**src/rtl/clock_display_scan.sv**
```systemverilog
// Six-digit common-anode HH:MM:SS scan driver. Time is snapshotted once per
// frame, split into BCD digits and shown one digit per SCAN_DIV enabled cycles.
module clock_display_scan #(
  parameter int unsigned SCAN_DIV   = 1000,
  parameter bit          BLANK_LEAD = 1'b1
) (
  input  logic       clk,
  input  logic       rst_n,
  input  logic       en,
  input  logic [5:0] s,
  input  logic [5:0] m,
  input  logic [4:0] h,
  output logic [5:0] an,
  output logic [6:0] seg,
  output logic       dp,
  output logic       frame
);

  localparam logic [15:0] PRE_MAX = 16'(SCAN_DIV - 1);

  logic [15:0] r_pre;
  logic [2:0]  r_idx;
  logic [5:0]  r_snap_s, r_snap_m;
  logic [4:0]  r_snap_h;
  logic        r_run, r_wrap_d;

  logic        w_tick, w_wrap;
  logic [5:0]  w_val, w_q, w_r;
  logic        w_ok;
  logic [3:0]  w_digit;
  logic [6:0]  w_seg;

  assign w_tick = en && (r_pre == PRE_MAX);
  assign w_wrap = w_tick && (r_idx == 3'd5);

  always_ff @(posedge clk or negedge rst_n) begin
    if (!rst_n) begin
      r_pre    <= '0;
      r_idx    <= 3'd5;
      r_snap_s <= '0;
      r_snap_m <= '0;
      r_snap_h <= '0;
      r_run    <= 1'b0;
      r_wrap_d <= 1'b0;
    end else begin
      r_wrap_d <= w_wrap;
      if (en) r_pre <= w_tick ? 16'd0 : r_pre + 16'd1;
      if (w_tick) begin
        r_run <= 1'b1;
        r_idx <= (r_idx == 3'd5) ? 3'd0 : r_idx + 3'd1;
      end
      if (w_wrap) begin
        r_snap_s <= s;
        r_snap_m <= m;
        r_snap_h <= h;
      end
    end
  end

  // Field select for the digit currently indexed; odd indices are tens.
  always_comb begin
    w_val = r_snap_s;
    w_ok  = (r_snap_s <= 6'd59);
    case (r_idx)
      3'd2, 3'd3: begin
        w_val = r_snap_m;
        w_ok  = (r_snap_m <= 6'd59);
      end
      3'd4, 3'd5: begin
        w_val = {1'b0, r_snap_h};
        w_ok  = (r_snap_h <= 5'd23);
      end
      default: ;
    endcase
  end

  assign w_q     = w_val / 6'd10;
  assign w_r     = w_val % 6'd10;
  assign w_digit = r_idx[0] ? w_q[3:0] : w_r[3:0];

  always_comb begin
    case (w_digit)
      4'd0:    w_seg = 7'h40;
      4'd1:    w_seg = 7'h79;
      4'd2:    w_seg = 7'h24;
      4'd3:    w_seg = 7'h30;
      4'd4:    w_seg = 7'h19;
      4'd5:    w_seg = 7'h12;
      4'd6:    w_seg = 7'h02;
      4'd7:    w_seg = 7'h78;
      4'd8:    w_seg = 7'h00;
      4'd9:    w_seg = 7'h10;
      default: w_seg = 7'h7F;
    endcase
    // Dash on a bad field wins over the leading-zero blank.
    if (!w_ok)
      w_seg = 7'h3F;
    else if (BLANK_LEAD && r_idx == 3'd5 && w_q == 6'd0)
      w_seg = 7'h7F;
  end

  always_ff @(posedge clk or negedge rst_n) begin
    if (!rst_n) begin
      an    <= 6'h3F;
      seg   <= 7'h7F;
      dp    <= 1'b1;
      frame <= 1'b0;
    end else begin
      an    <= r_run ? ~(6'd1 << r_idx) : 6'h3F;
      seg   <= r_run ? w_seg : 7'h7F;
      dp    <= ~(r_run && (r_idx == 3'd2 || r_idx == 3'd4) && !r_snap_s[0]);
      frame <= r_wrap_d;
    end
  end

endmodule

```
**config.mk**
```make
export PLATFORM = sky130hd
export DESIGN_NAME = clock_display_scan
export DESIGN_NICKNAME = d
export VERILOG_FILES = /design/src/rtl/clock_display_scan.sv
export SDC_FILE = /design/constraint.sdc
export NUM_CORES = 1
export LEC_CHECK = 0
export CORE_MARGIN = 1
export CORE_UTILIZATION = 30
export CTS_CLUSTER_SIZE = 10
export DETAILED_ROUTE_END_ITERATION = 8
export RECOVER_POWER = 50
export SKIP_LAST_GASP = 1
export SLEW_MARGIN = 20
export SYNTH_ARGS = -nofsm -noshare
export SYNTH_HDL_FRONTEND = slang
export SYNTH_SLANG_ARGS = --single-unit
export TNS_END_PERCENT = 30
```
**constraint.sdc**
```tcl
create_clock -name clk -period 5.83 [get_ports clk]
set_clock_uncertainty 0.2 [all_clocks]
set_input_delay 0.8745 -clock clk [delete_from_list [all_inputs] [get_ports clk]]
set_output_delay 0.8745 -clock clk [all_outputs]
set_load 0.01 [all_outputs]
```
==> impl.org <==
** Die
- Top Ports :: 35
- Floorplan die area :: 9900 um2
- In this run the core area contains 35 standard-cell rows.
- The floorplan step defined a core boundary enclosing 9240 um2.
- In this run the vertical extent of the chip is 99.5 um.
- Starting utilization of the core area :: 30.9%
- From left edge to right edge, the die measures 99.5 um.

** Route
- In the routed layout, each cell is associated on average with a via count of 4.89.
- Count of routing violations after the opening detailed-route iteration :: 93
- For this block, the routed nets add up to 5790 um of wire.
- Via Count :: 2145
- The detail route stage leaves a number of antenna-violating nets equal to 0.
- First-pass detailed-route iteration total :: 4
- In the routed design, unresolved DRC markers number 0.
- Drt wl/cell :: 13.2 um

** Placed design
- Global placement routability congestion :: 0.822
- Number of input and output port buffers inserted :: 34
- Half-perimeter wire length of the detailed placement result :: 4220 um

** Logic synthesis
- Total of flip-flops plus latches after synthesis :: 53
- Counting flops with a built-in enable in the synthesized netlist gives 0.
- Yosys warning total :: 0
- The number of nets handed over by synthesis was 302.
- Ranked by total cell area, the synthesized netlist is headed by sky130_fd_sc_hd__dfrtp_1 32%, sky130_fd_sc_hd__dfstp_2 15%, sky130_fd_sc_hd__mux2_2 7.1%, sky130_fd_sc_hd__ha_1 3.5%, sky130_fd_sc_hd__nand2_1 3.3%.
- Averaged over all synthesized cells, the footprint is 10.4 um2.
- Cell taking the most area after synthesis :: sky130_fd_sc_hd__dfrtp_1
- Fraction of the yosys area taken by sequential cells :: 47.2%
- FFs w/ async S/R, synth :: 100%
- Distinct cell type count of the synthesized netlist :: 57
- Post-synthesis instance area :: 2850 um2
- Count of mapped cells out of synthesis :: 274
- For this run, the leading register cell type out of synthesis is sky130_fd_sc_hd__dfrtp_1.
- Fraction of synthesized cell area taken by the top area cell type :: 32.5%

** Job
- The tool flagged a number of max-cap violations equal to 1.

** Timing
- Derived from the worst setup path, the maximum achievable clock frequency is 0.211 GHz.
- Across all hold checks on the routed design, the worst slack comes to 157 ps.
- Actual slew at the worst max-slew pin :: 2740 ps
- Setup repair after global routing left no endpoint under its margin.
- Number of setup violations in the final report :: 0
- Worst-case headroom to the max-slew limit :: -83.0%
- The total count of max-transition violations in the final report came to 54.
- In the final timing run, aggregate negative setup slack is 0 ps.
- Dividing the final minimum period by the clock period gives 81.5%.
- Subtracting the final worst setup slack from the clock period gives 4750 ps.
- Total count of hold-check failures in the final report :: 0

** Pwr
- The completed layout was analyzed and its total power is 0.725 mW.
- VDD sags by at most 0.000123 V.
- P_leak :: 1.48 nW
- Power spread over the standard cell area amounts to 211 nW/um2.

** CTS
- The root buffer cell chosen for the clock tree is sky130_fd_sc_hd__clkbuf_8.
- Once the clock tree was built, the setup fixing pass inserted 0 buffers.
- Count of cells resized by post-cts repair :: 0
- Counting the buffers created by CTS gives 5.
- The H-tree was split into 2 levels.
- Clock insertion delay at the later pin of the skew report :: 320 ps
- Number of sinks driven by the clock tree :: 53
- TritonCTS built the clock tree.
- Clock-pin slew was measured on the worst setup and hold paths at 100 ps.
- Number of hold buffers added after cts :: 0
- No sink is reached through more buffers than the 2 on the longest clock path.

** Global routing
- Initial antenna violation count :: 0
- The first global-routing pass estimated 9980 um of wire.
- Pin count of the biggest net entering global routing :: 54
- The number of global-route vias before repair was 2116.
- Global route overflow :: 0
- Global-route total usage across every layer :: 12.6%

** Status
- The run finished, with violations left.
- The checks that failed: capacitance limit, slew limit.

** Layout
- Total Nets Final :: 337
- Share of the core filled with cells :: 37.2%
- 0 antenna diodes ended up in the layout.
- Growth of design area from synthesis to finish :: 20.4%
- After filler insertion, the fill cell instance count of the layout stands at 920.
- Cells with a size suffix above 1 make up 17.7% of the layout.

** Min path
- The worst hold path was traced through 0 stages.
- Hold/Removal Path Class :: flop to flop

** Worst setup path
- Setup slack on the worst reg-to-reg path comes out at 1080 ps.
- STA classifies the critical path endpoint as a flop.
- Worst endpoint required time :: 5860 ps
- For the worst setup path, the data arrival time is 4780 ps.
- STA classifies the critical path startpoint as a flop.
- By startpoint and endpoint, the worst setup path is classified as flop to flop.
- Path depth of the worst reg2reg path :: 14
- Along the worst path, the maximum fanout reaches 19.
## cells by family after synthesis
kind of cell               synth area share [%]
buffers and inverters                      3.51
AOI/OAI and AO/OA                          17.2
and+or+nand+nor                            16.1
xor gates and xnor gates                   4.61
DFF                                        47.2
adders and majority gates                  3.51
muxes                                      7.81
## sequential cells by signal (all words and copies together) (netlist names)
register and count:
r_snap_s 6, r_idx 3, dp 1, frame 1
r_wrap_d 1, an 6, r_snap_m 6, r_snap_h 5
r_run 1, seg 7, r_pre 16
## synth_stat cells (4+ instances only)
cell type                  count
sky130_fd_sc_hd__xor2_1        7
sky130_fd_sc_hd__a211oi_1      4
sky130_fd_sc_hd__nand4_1       6
sky130_fd_sc_hd__mux2_2       18
sky130_fd_sc_hd__clkbuf_1      4
sky130_fd_sc_hd__a21o_1        5
sky130_fd_sc_hd__nor3_1        5
sky130_fd_sc_hd__nor2_1       25
sky130_fd_sc_hd__ha_1          8
sky130_fd_sc_hd__dfrtp_1      37
sky130_fd_sc_hd__nand3_1      12
sky130_fd_sc_hd__inv_1        11
sky130_fd_sc_hd__o211ai_1      4
sky130_fd_sc_hd__nand2_1      25
sky130_fd_sc_hd__dfstp_2      16
sky130_fd_sc_hd__xnor2_1       8
sky130_fd_sc_hd__o21ai_0       6
sky130_fd_sc_hd__a21oi_1      10
## report_power, final
part	internal (mW)	switching, mW	leakage [nW]
sequential	0.386	0.0205	0.674
combinational	0.0309	0.0268	0.747
clock	0.132	0.129	0.0603
total	0.548	0.177	1.48
## per-layer routing
layer | vias up | GRT usage (%) | part of all wire, %
met4 | 0 | 4.52 | 1.4
li1 | 1062 | - | -
met5 | - | 0 | 0
met3 | 8 | 2.46 | 3.3
met2 | 38 | 21.8 | 49
met1 | 1037 | 15.7 | 46
## metrics by stage
stage                     setup WS, ps  area [um2]  cells
after global placement            1280        3320    431
after CTS                         1090        3440    439
after global routing               715        3430    439
after floorplan                   1720        2850    274
after detailed placement          1170        3320    431
final                             1080        3430    439
## layout by cell type (no fill, tap or decap), types with 6 or more instances in the layout
cell type,count
sky130_fd_sc_hd__a21oi_1,10
sky130_fd_sc_hd__clkdlybuf4s50_1,33
sky130_fd_sc_hd__dfrtp_1,37
sky130_fd_sc_hd__dfstp_2,15
sky130_fd_sc_hd__ha_1,8
sky130_fd_sc_hd__inv_1,11
sky130_fd_sc_hd__mux2_2,18
sky130_fd_sc_hd__nand2_1,25
sky130_fd_sc_hd__nand3_1,12
sky130_fd_sc_hd__nand4_1,6
sky130_fd_sc_hd__nor2_1,25
sky130_fd_sc_hd__o21ai_0,6
sky130_fd_sc_hd__xnor2_1,8
sky130_fd_sc_hd__xor2_1,7
## critical path, cell delays in order (launching register included)
cell,delay (ps)
sky130_fd_sc_hd__dfrtp_1,440
sky130_fd_sc_hd__inv_1,110
sky130_fd_sc_hd__ha_1,660
sky130_fd_sc_hd__and3b_1,270
sky130_fd_sc_hd__a32o_1,320
sky130_fd_sc_hd__a21oi_1,240
sky130_fd_sc_hd__ha_1,180
sky130_fd_sc_hd__inv_1,50
sky130_fd_sc_hd__or4_1,510
sky130_fd_sc_hd__a32o_1,280
sky130_fd_sc_hd__ha_1,210
sky130_fd_sc_hd__or3_1,360
sky130_fd_sc_hd__mux2i_1,470
sky130_fd_sc_hd__nor3_1,100
sky130_fd_sc_hd__o31ai_1,240
## layout make-up
cell class                      instances  area (um2)  share of cell area (%)
Clock buffer                            5        68.8                    2.00
Clock inverter                          3        50.0                    1.46
Inverter                               11        41.3                    1.20
Multi-Input combinational cell        201        1410                    41.1
Sequential cell                        53        1350                    39.2
Tap cell                              129         161                    4.70
Timing Repair Buffer                   37         354                    10.3
## worst paths after layout
path	startpoint	end
max in group asynchronous	rst_n	r_snap_s[1]
max	r_idx[1]	seg[0]
min in group asynchronous	rst_n	r_pre[7]
max reg2reg	r_idx[1]	seg[0]
min	r_wrap_d	frame
min reg2reg	r_wrap_d	frame
Note: power is estimated with default switching activity, not from simulation.
